### src/rtl/id_hazard_controller_pkg.sv
// Shared types for the decode-stage hazard controller.
//   Contents: register address type, EX/MEM destination bundle, FSM state encoding,
//   and the register-match helper (r0 is hard-wired zero, so it never aliases).
package id_hazard_controller_pkg;

  localparam int REG_ADDR_LEN = 5;
  localparam int HZ_STATE_LEN = 2;

  typedef logic [REG_ADDR_LEN-1:0] reg_addr_t;

  // Destination information carried by an instruction in EX or MEM.
  typedef struct packed {
    reg_addr_t dest;
    logic      wb_en;
    logic      mem_read;
  } stage_dst_t;

  typedef enum logic [HZ_STATE_LEN-1:0] {
    HZ_RUN   = 2'd0,
    HZ_STALL = 2'd1,
    HZ_FLUSH = 2'd2
  } hz_state_e;

  function automatic logic reg_match(reg_addr_t src, reg_addr_t dst);
    return (src != '0) && (src == dst);
  endfunction

endpackage

### src/rtl/id_hazard_controller_if.sv
// Signal bundle between the ID/EX/MEM pipeline and the hazard controller.
//   master: pipeline side, drives decode/EX/MEM info, receives stall/flush controls.
//   slave:  hazard controller side.
interface id_hazard_controller_if #(
  parameter int CNT_W = 16
);
  import id_hazard_controller_pkg::*;

  logic             forward_en;
  reg_addr_t        id_src1;
  reg_addr_t        id_src2;
  logic             id_uses_src2;
  logic [1:0]       id_branch_cmd;
  logic             branch_taken;
  stage_dst_t       ex;
  stage_dst_t       mem;

  logic             hazard_detected;
  logic             pc_freeze;
  logic             ifid_freeze;
  logic             ifid_flush;
  logic             stall_timeout;
  logic [CNT_W-1:0] stall_cycles;
  logic [CNT_W-1:0] flush_count;

  modport master (
    output forward_en, id_src1, id_src2, id_uses_src2, id_branch_cmd, branch_taken, ex, mem,
    input  hazard_detected, pc_freeze, ifid_freeze, ifid_flush, stall_timeout,
           stall_cycles, flush_count
  );

  modport slave (
    input  forward_en, id_src1, id_src2, id_uses_src2, id_branch_cmd, branch_taken, ex, mem,
    output hazard_detected, pc_freeze, ifid_freeze, ifid_flush, stall_timeout,
           stall_cycles, flush_count
  );

endinterface

### src/rtl/id_hazard_detect.sv
// Combinational RAW-hazard compare of ID sources against EX/MEM destinations.
//   Latency: zero (pure combinational).
//   Ports: forwarding mode, ID sources, branch command, EX/MEM destination bundles -> raw.
module id_hazard_detect
  import id_hazard_controller_pkg::*;
(
  input  logic       forward_en,
  input  reg_addr_t  src1,
  input  reg_addr_t  src2,
  input  logic       uses_src2,
  input  logic [1:0] branch_cmd,
  input  stage_dst_t ex,
  input  stage_dst_t mem,
  output logic       raw
);

  // With forwarding, only a load in EX stalls ordinary ops. Branches resolve in
  // ID and see no forwarded values, so they also wait on any EX writer and on a
  // load still in MEM.
  function automatic logic src_raw(reg_addr_t s, logic fe, logic br,
                                   stage_dst_t e, stage_dst_t m);
    logic ex_hit;
    logic mem_hit;
    ex_hit  = reg_match(s, e.dest);
    mem_hit = reg_match(s, m.dest);
    if (!fe)
      return (ex_hit && e.wb_en) || (mem_hit && m.wb_en);
    return (ex_hit && e.mem_read) || (br && ex_hit && e.wb_en) || (br && mem_hit && m.mem_read);
  endfunction

  logic is_branch;

  assign is_branch = (branch_cmd != 2'b00);
  assign raw = src_raw(src1, forward_en, is_branch, ex, mem)
             | (uses_src2 & src_raw(src2, forward_en, is_branch, ex, mem));

endmodule

### src/rtl/id_hazard_controller.sv
// Decode-stage sequencer: RAW stalls, taken-branch flushes, perf counters, stall watchdog.
//   Latency: stall/flush controls are Mealy, same cycle as the hazard; counters update next edge.
//   Ports: clk, rst (async, active high), hz (slave side of id_hazard_controller_if).
module id_hazard_controller
  import id_hazard_controller_pkg::*;
#(
  parameter int FLUSH_CYCLES = 1,   // 1..7
  parameter int STALL_LIMIT  = 16,  // 2..255
  parameter int CNT_W        = 16
) (
  input  logic                  clk,
  input  logic                  rst,
  id_hazard_controller_if.slave hz
);

  localparam logic [2:0] FCNT_INIT = 3'(FLUSH_CYCLES - 1);
  localparam logic [7:0] SCNT_LAST = 8'(STALL_LIMIT - 1);

  hz_state_e        state, state_n;
  logic [2:0]       fcnt, fcnt_n;
  logic [7:0]       scnt;
  logic             timeout_q;
  logic [CNT_W-1:0] stall_cnt;
  logic [CNT_W-1:0] flush_cnt;

  logic raw;
  logic stall_hold;
  logic flush_start;

  id_hazard_detect u_detect (
    .forward_en (hz.forward_en),
    .src1       (hz.id_src1),
    .src2       (hz.id_src2),
    .uses_src2  (hz.id_uses_src2),
    .branch_cmd (hz.id_branch_cmd),
    .ex         (hz.ex),
    .mem        (hz.mem),
    .raw        (raw)
  );

  // A stall outranks a taken branch: the branch re-resolves once operands are ready.
  // While flushing, the instruction in ID is being discarded, so hazards are moot.
  assign stall_hold  = raw && (state != HZ_FLUSH);
  assign flush_start = hz.branch_taken && !raw && (state != HZ_FLUSH);

  always_comb begin
    state_n = state;
    fcnt_n  = fcnt;
    unique case (state)
      HZ_RUN, HZ_STALL: begin
        if (raw) begin
          state_n = HZ_STALL;
        end else if (hz.branch_taken) begin
          state_n = HZ_FLUSH;
          fcnt_n  = FCNT_INIT;
        end else begin
          state_n = HZ_RUN;
        end
      end
      HZ_FLUSH: begin
        if (fcnt == 3'd0) state_n = HZ_RUN;
        else              fcnt_n  = fcnt - 3'd1;
      end
      default: begin
        state_n = HZ_RUN;
        fcnt_n  = 3'd0;
      end
    endcase
  end

  always_ff @(posedge clk or posedge rst) begin
    if (rst) begin
      state <= HZ_RUN;
      fcnt  <= 3'd0;
    end else begin
      state <= state_n;
      fcnt  <= fcnt_n;
    end
  end

  // Watchdog: scnt tracks consecutive effective stall cycles.
  always_ff @(posedge clk or posedge rst) begin
    if (rst) begin
      scnt      <= 8'd0;
      timeout_q <= 1'b0;
    end else begin
      if (stall_hold) begin
        if (scnt != 8'hFF) scnt <= scnt + 8'd1;
        if (scnt == SCNT_LAST) timeout_q <= 1'b1;
      end else begin
        scnt <= 8'd0;
      end
    end
  end

  // Saturating performance counters.
  always_ff @(posedge clk or posedge rst) begin
    if (rst) begin
      stall_cnt <= '0;
      flush_cnt <= '0;
    end else begin
      if (stall_hold && (stall_cnt != '1))  stall_cnt <= stall_cnt + 1'b1;
      if (flush_start && (flush_cnt != '1)) flush_cnt <= flush_cnt + 1'b1;
    end
  end

  assign hz.hazard_detected = stall_hold;
  assign hz.pc_freeze       = stall_hold;
  assign hz.ifid_freeze     = stall_hold;
  assign hz.ifid_flush      = flush_start || (state == HZ_FLUSH);
  assign hz.stall_timeout   = timeout_q;
  assign hz.stall_cycles    = stall_cnt;
  assign hz.flush_count     = flush_cnt;

endmodule
### src/flat_wrapper.sv
// flat-port wrapper written by rule: the top's interface ports become plain ports
module id_hazard_controller_flat import id_hazard_controller_pkg::*;
#(
  parameter int FLUSH_CYCLES = 1,          
  parameter int STALL_LIMIT  = 16,           
  parameter int CNT_W        = 16
)
  (clk, rst, hz_forward_en, hz_id_src1, hz_id_src2, hz_id_uses_src2, hz_id_branch_cmd, hz_branch_taken, hz_ex, hz_mem, hz_hazard_detected, hz_pc_freeze, hz_ifid_freeze, hz_ifid_flush, hz_stall_timeout, hz_stall_cycles, hz_flush_count);
  id_hazard_controller_if #(.CNT_W(CNT_W)) hz_i ();
  input  logic clk;
  input  logic rst;
  input wire logic [$bits(hz_i.forward_en)-1:0] hz_forward_en;
  input wire logic [$bits(hz_i.id_src1)-1:0] hz_id_src1;
  input wire logic [$bits(hz_i.id_src2)-1:0] hz_id_src2;
  input wire logic [$bits(hz_i.id_uses_src2)-1:0] hz_id_uses_src2;
  input wire logic [$bits(hz_i.id_branch_cmd)-1:0] hz_id_branch_cmd;
  input wire logic [$bits(hz_i.branch_taken)-1:0] hz_branch_taken;
  input wire logic [$bits(hz_i.ex)-1:0] hz_ex;
  input wire logic [$bits(hz_i.mem)-1:0] hz_mem;
  output wire logic [$bits(hz_i.hazard_detected)-1:0] hz_hazard_detected;
  output wire logic [$bits(hz_i.pc_freeze)-1:0] hz_pc_freeze;
  output wire logic [$bits(hz_i.ifid_freeze)-1:0] hz_ifid_freeze;
  output wire logic [$bits(hz_i.ifid_flush)-1:0] hz_ifid_flush;
  output wire logic [$bits(hz_i.stall_timeout)-1:0] hz_stall_timeout;
  output wire logic [$bits(hz_i.stall_cycles)-1:0] hz_stall_cycles;
  output wire logic [$bits(hz_i.flush_count)-1:0] hz_flush_count;
  assign hz_i.forward_en = hz_forward_en;
  assign hz_i.id_src1 = hz_id_src1;
  assign hz_i.id_src2 = hz_id_src2;
  assign hz_i.id_uses_src2 = hz_id_uses_src2;
  assign hz_i.id_branch_cmd = hz_id_branch_cmd;
  assign hz_i.branch_taken = hz_branch_taken;
  assign hz_i.ex = hz_ex;
  assign hz_i.mem = hz_mem;
  assign hz_hazard_detected = hz_i.hazard_detected;
  assign hz_pc_freeze = hz_i.pc_freeze;
  assign hz_ifid_freeze = hz_i.ifid_freeze;
  assign hz_ifid_flush = hz_i.ifid_flush;
  assign hz_stall_timeout = hz_i.stall_timeout;
  assign hz_stall_cycles = hz_i.stall_cycles;
  assign hz_flush_count = hz_i.flush_count;
  id_hazard_controller #(.FLUSH_CYCLES(FLUSH_CYCLES), .STALL_LIMIT(STALL_LIMIT), .CNT_W(CNT_W)) u_core (.clk(clk), .rst(rst), .hz(hz_i));
endmodule
### config.mk
export PLATFORM = sky130hd
export DESIGN_NAME = id_hazard_controller_flat
export DESIGN_NICKNAME = d
export VERILOG_FILES = /design/src/rtl/id_hazard_controller_pkg.sv /design/src/rtl/id_hazard_controller_if.sv /design/src/rtl/id_hazard_detect.sv /design/src/rtl/id_hazard_controller.sv /design/src/flat_wrapper.sv
export SDC_FILE = /design/constraint.sdc
export NUM_CORES = 1
export LEC_CHECK = 0
export CORE_AREA = 4 4 98 63
export DETAILED_ROUTE_END_ITERATION = 16
export DIE_AREA = 0 0 102 67
export GPL_TIMING_DRIVEN = 0
export PLACE_DENSITY = 0.83
export SLEW_MARGIN = 30
export SYNTH_ARGS = -nofsm -noshare
export SYNTH_HDL_FRONTEND = slang
export SYNTH_SLANG_ARGS = --single-unit
### constraint.sdc
create_clock -name clk -period 5.4 [get_ports clk]
set_input_delay 1.08 -clock clk [delete_from_list [all_inputs] [get_ports clk]]
set_output_delay 1.08 -clock clk [all_outputs]
set_load 0.01 [all_outputs]
==> After elaboration in Yosys (flattened, before gate mapping) <==
Cells that the tools add are included.
{ "word_totals": {"mem_bits_ro": 0, "mem_bits_rw": 0, "wordCells": 79, "latch_bits": 0, "ff_bits": 46, "memories": 0, "output_inout_bits": 37} }
{ "classes": {"reduce_logical": 39, "shift": 0, "mux": 12, "n_addsub": 4, "n_lt_le_gt_ge": 0, "div": 0, "n_eq_ne": 16, "n_bitwise": 2, "mul": 0} }
{ "ops": {"columns": ["op", "n"], "rows": [
  ["16-bit by 1-bit adder with 16-bit output (second input constant)", 2],
  ["16-bit != test (second input constant)", 2],
  ["1-bit logical AND", 23],
  ["5-bit == test", 4],
  ["8-bit 2-to-1 mux", 2],
  ["2-bit != test (second input constant)", 5],
  ["5-bit nonzero test", 2],
  ["3-bit 2-to-1 mux", 3],
  ["8-bit by 1-bit adder with 8-bit output (second input constant)", 1],
  ["8-bit by 4-bit == test with 1-bit output (second input constant)", 1],
  ["8-bit != test (second input constant)", 1],
  ["1-bit logical OR", 7],
  ["2-bit 2-to-1 mux", 3],
  ["3-bit case mux with 2 select lines", 1],
  ["2-bit case mux with 2 select lines", 1],
  ["3-bit logical NOT", 1],
  ["3-bit AND reduction", 1],
  ["3-bit by 1-bit subtractor with 3-bit output (second input constant)", 1],
  ["2-bit by 1-bit == test with 1-bit output (second input constant)", 1],
  ["2-bit == test (second input constant)", 1],
  ["2-bit logical NOT", 1],
  ["1-bit 2-to-1 mux", 2],
  ["2-bit by 1-bit != test with 1-bit output (second input constant)", 1],
  ["2-bit AND reduction", 1],
  ["5 further kinds", 5]
]} }

==> Logic depth before layout (Yosys ltp) <==
{ "depth": {"word_depth": 13, "ltp_mapped": 8, "mapped_depth_nobuf": 7} }

==> By module <==
Synthesis repeated with hierarchy kept, for this count alone.
{ "hier_totals": {"cells_unflattened": 253, "area_unflattened_um2": 2588.7} }
{ "modules_own_cells": {"columns": ["module", "cells_per_inst", "instances", "seq_area_each_um2", "area_per_inst_um2"], "rows": [
  ["id_hazard_controller", 210, 1, 1151.1, 2282.2],
  ["id_hazard_detect", 43, 1, 0.0, 306.5]
]} }

==> Worst setup path after synthesis <==
OpenSTA, ideal clock, no wires.
{ "synth_path": {"path_type": "in2out", "from": "in hz_id_src1[0]", "to": "out hz_ifid_freeze", "path_buffers": 1, "arrival_ns": 2.582, "t_required_ns": 4.320, "setup_slack_ns": 1.738, "stages": 7, "path_cell_list": "xnor2_1 > nand2_1 > or4b_2 > nand4_4 > nand2_2 > inv_1 > buf_4"} }
{ "synth_between": {"elab_chain_cells": 9, "elab_cells_between_ends": 18, "cone_classes": "eq/ne (2); mux (1); bitwise (1); reduce/logical (14)"} }
{ "synth_lines": {"columns": ["item", "line_no", "rtl"], "rows": [
  ["from (decl)", "flat_wrapper.sv:13", "input wire logic [$bits(hz_i.id_src1)-1:0] hz_id_src1;"],
  ["5-bit == test / 5-bit nonzero test (equally long branches)", "id_hazard_controller_pkg.sv:25", "return (src != '0) && (src == dst);"],
  ["1-bit logical AND", "id_hazard_controller_pkg.sv:25", null],
  ["1-bit logical AND (2 in a row)", "id_hazard_detect.sv:28", "return (ex_hit && e.mem_read) || (br && ex_hit && e.wb_en) || (br && mem_hit && m.mem_read);"],
  ["1-bit logical OR (2 in a row)", "id_hazard_detect.sv:28", null],
  ["1-bit 2-to-1 mux (*)", "id_hazard_detect.sv:28", null],
  ["1-bit bitwise OR (*)", "id_hazard_detect.sv:35", "| (uses_src2 & src_raw(src2, forward_en, is_branch, ex, mem));"],
  ["1-bit logical AND (*)", "id_hazard_controller.sv:43", "assign stall_hold = raw && (state != HZ_FLUSH);"],
  ["to (decl)", "flat_wrapper.sv:22", "output wire logic [$bits(hz_i.ifid_freeze)-1:0] hz_ifid_freeze;"]
]} }
Mark *: on every way between the ends. The rest lies on a longest branch, timed or not.

==> Worst setup path after layout <==
{ "layout_path": {"from": "in hz_id_src2[2]", "to": "out hz_pc_freeze"} }
{ "layout_between": {"elab_chain_cells": 10, "elab_cells_between_ends": 19, "cone_classes": "eq/ne (2); mux (1); bitwise (2); reduce/logical (14)"} }
{ "layout_lines": {"columns": ["item", "line_no", "rtl"], "rows": [
  ["from (decl)", "flat_wrapper.sv:14", "input wire logic [$bits(hz_i.id_src2)-1:0] hz_id_src2;"],
  ["5-bit == test / 5-bit nonzero test (equally long branches)", "id_hazard_controller_pkg.sv:25", null],
  ["1-bit logical AND", "id_hazard_controller_pkg.sv:25", null],
  ["1-bit logical AND (2 in a row)", "id_hazard_detect.sv:28", null],
  ["1-bit logical OR (2 in a row)", "id_hazard_detect.sv:28", null],
  ["1-bit 2-to-1 mux (*)", "id_hazard_detect.sv:28", null],
  ["1-bit AND (*)", "id_hazard_detect.sv:35", null],
  ["1-bit bitwise OR (*)", "id_hazard_detect.sv:35", null],
  ["1-bit logical AND (*)", "id_hazard_controller.sv:43", null],
  ["to (decl)", "flat_wrapper.sv:21", "output wire logic [$bits(hz_i.pc_freeze)-1:0] hz_pc_freeze;"]
]} }
Marks and branches as above.

==> results.txt <==
- For this run, the total global-route usage over all layers was measured as a little under a fifth.
* Setup repair after global routing missed its margin: no
- The most numerous cell type found on the critical path is clkdlybuf4s50_1.
- Final critical delay including setup and external delays: roughly 4900 ps
- Entering global routing, the biggest net connects 25 pins.
- In this run the deepest clock path goes through 2 buffers.
* Floorplan row count: 21
- The final count of hold timing violations is 0.
- Slew margin rel.: 64.1%
- Cell family contributing the most delay on the critical path: buffers and inverters
* Hold EP: u_core.hz.stall_timeout$_DFFE_PP0P_
- At the worst endpoint, the required time is 4320 ps.
- Nets in the synthesized netlist: approximately 300
- The worst register-to-register path begins at u_core.hz.flush_count[0]$_DFFE_PP0P_.
- Clock Sink Count: 46
- Clock buffers created by TritonCTS: 5
- Number of vias per cell: between 5 and 6
- I/O Buffers: 67
* Top-count cell post-synth: dfrtp_1
- Floorplan core area: 5360 um^2
* Global-route wire length before repair: 10.2 mm
- Total inserted antenna cells: 0
- The worst setup path is launched from a primary input.
- The worst setup path is captured at an output pin.
* Fraction of post-synthesis cell area in the top cell type by area: between 40% and 50%
- Sequential area share after synthesis: 42.3%
* Post-synth top flop: dfrtp_1
- Die Height: 67 um
* Average cell area after synthesis: between 10 and 15 um^2
- Max-cap violations in this run came to 0.
- For this run the aggregate overflow at the end of global routing stands at 0.
* Critical Path Source: hz_id_src2[2]
- Worst-path clk slew: 90 ps
* Buffer count from post-CTS setup fixing: 0
- The routed layout has 2184 vias.
* Initial DRC Count: approximately 120
- Setup violations remaining at the end of the flow were counted as 0.
- The Yosys step of the flow raised 0 warnings.
* Die ar.: roughly 7000 um^2
* Initial core utilization: 50.7%
- Ratio of cells with drive above 1 in the final layout: 11.9%
- CP max stage cell: or4_2
* Area contributors post-synth: dfrtp_1 (42%), xnor2_1 (10%), xor2_1 (6.4%)
- Of the available clock period, the critical path in the final layout requires ~90%.
* Max incr delay on CP: between 700 and 800 ps
- Root Buffer Master: clkbuf_8
- In this run the horizontal extent of the chip is 102 um.
- Number of search-and-repair iterations in the first detailed-routing pass: 6
- For the final routed database, the setup TNS stands at 0 ps.
- The max-slew violation count is 0.
- Cell Area, Synth: approximately 2700 um^2
- In this run the worst hold path is classified as flip-flop to flip-flop.
* Outcome: completed
- Reg-to-reg critical path endpoint: u_core.hz.flush_count[1]$_DFFE_PP0P_
* Post-DP HPWL: 4.72 mm
- Net count, final: between 300 and 400
* Signed area change from the synthesized netlist to the final layout: 32.3%
- RD Place Congestion: 0.781
* Vias in the first global route: 2163
- At the later pin of the worst-skew pair, clock insertion delay measures 300 ps.
- Counting instances, the worst hold path has a depth of 1.
* Reg-to-reg slack, setup: 3300 ps
- Number of remaining DRC errors: 0
- By count the netlist is led by dfrtp_1 (46), xnor2_1 (31), nand3_1 (20), xor2_1 (20), nand2_1 (18).
- Initial antenna violation count: 0
- Total buffers and inverters traversed by the critical path: 4
- The analysis attributes to cell leakage a power of around 1.5 nW.
- Peak ir drop on the vdd network: 0.288 mV
- Synth cell types: 52
- Cell depth of the worst flop-to-flop path: 7
- CTS resizes: 0
- Final hold analysis gives a worst-case slack of roughly 480 ps.
* Wirelength, routed: 6.08 mm
* Ports: a little under 70
- The synthesized design contains 0 enable-type register cells.
* Cell-by-cell trace of the critical path: clkdlybuf4s50_1 -> or4_1 -> o21ai_1 -> or4_2 -> nand4_4 -> nand2_2 -> inv_1 -> buf_4 -> clkdlybuf4s50_1
* Wirelength per Cell: 15.0 um
- Number of register bits inferred by synthesis: 46
- Startpoint of the most critical hold path: u_core.hz.stall_timeout$_DFFE_PP0P_
- Total number of H-tree levels: 2
- Transition time of the tightest slew-check pin: 538 ps
* Antenna Violating Nets Remaining: 0
- Post-synthesis cell count: roughly 260
- Across the routed clock network, the largest skew measured is 7.94 ps.
* Power density over the cells: 283 nW/um^2
* Clock tree from TritonCTS: yes
- Fmax: 0.206 GHz
- Leading area contributor after synthesis: dfrtp_1
* Share of flip-flops with an asynchronous set or reset: 100%
- For the worst setup path, the data arrival time is between 3000 and 4000 ps.
* Kind of critical path: primary input to output pin
- Post-CTS Hold Buffers: 0
- Maximum net fanout on the critical path: 9
cells in the final DEF, fill, tap and decap left out, types with 3 or more instances in the layout:
cell	Yosys	layout
xor2_1	20	20
nor2_1	14	14
nor3_2	4	4
mux2_2	3	3
clkbuf_8	0	6
nand2_1	18	18
dfrtp_1	46	46
ha_1	5	5
nor4_1	4	4
xnor2_1	31	31
nor2b_1	3	3
clkdlybuf4s50_1	0	67
nor3_1	9	9
inv_1	7	6
nand3_1	20	20
nand4_1	13	13
nor4_2	3	3
or3_1	3	3
and3_1	8	8
o21ai_0	3	3
buf_6	3	3
kinds of logic after synthesis:
kind of cell,count (synthesis),synth area share [%]
AND/OR/NAND/NOR,121,28.5
XOR/XNOR,51,16.4
flip-flops,46,42.3
AO/OA/AOI/OAI,17,4.83
buffers and inverters,15,3.22
multiplexers,6,2.39
adder cells (fa/ha/maj),5,2.30
layer usage:
layer	wire length, um	GRT usage, %
met5	0	0
met1	2890	26.2
met3	406	4.92
met2	2720	30.0
met4	63	5.24
where the power goes:
part	internal, W	leakage, nW	switching, W	total, W
Combinational	0.000175	0.833	0.000179	0.000354
Sequential	0.000388	0.615	0.0000515	0.000440
Clock	0.000103	0.0472	0.000121	0.000224
Total	0.000667	1.50	0.000351	0.00102
layout make-up:
type	count	area, um^2
Fill cell	452	1760
Multi-Input combinational cell	200	1480
Sequential cell	46	1150
Timing Repair Buffer	68	698
Tap cell	69	86.3
Clock buffer	6	82.6
Buffer	8	61.3
Inverter	7	26.3
Clock inverter	2	12.5
worst max path at each step:
| stage | cells past startpoint | slack, ps | endpoint |
|---|---|---|---|
| detailed placement | 9 | 540 | hz_pc_freeze |
| finish | 9 | 550 | hz_pc_freeze |
| global route | 9 | 410 | hz_pc_freeze |
| CTS | 9 | 540 | hz_pc_freeze |
| global placement | 9 | 590 | hz_pc_freeze |
| floorplan | 7 | 1740 | hz_ifid_freeze |
sequential cells by signal, indices dropped and copies added (netlist names):
name / count
u_core.hz.stall_timeout: 1
u_core.hz.flush_count: 16
u_core.hz.stall_cycles: 16
u_core.fcnt: 3
u_core.state: 2
u_core.scnt: 8
per-stage QoR:
step,worst slack (ps),instances,total power (W),util [%],cell area [um^2]
after floorplan,1740,261,0.000653,-,2720
after global placement,594,397,0.000785,64.9,3480
after detailed placement,542,398,0.000801,65.4,3500
after CTS,541,406,0.00103,67.2,3600
after global routing,407,406,0.00108,67.2,3600
final,547,406,0.00102,67.2,3600
No activity file was read; power rests on OpenSTA's default activity.
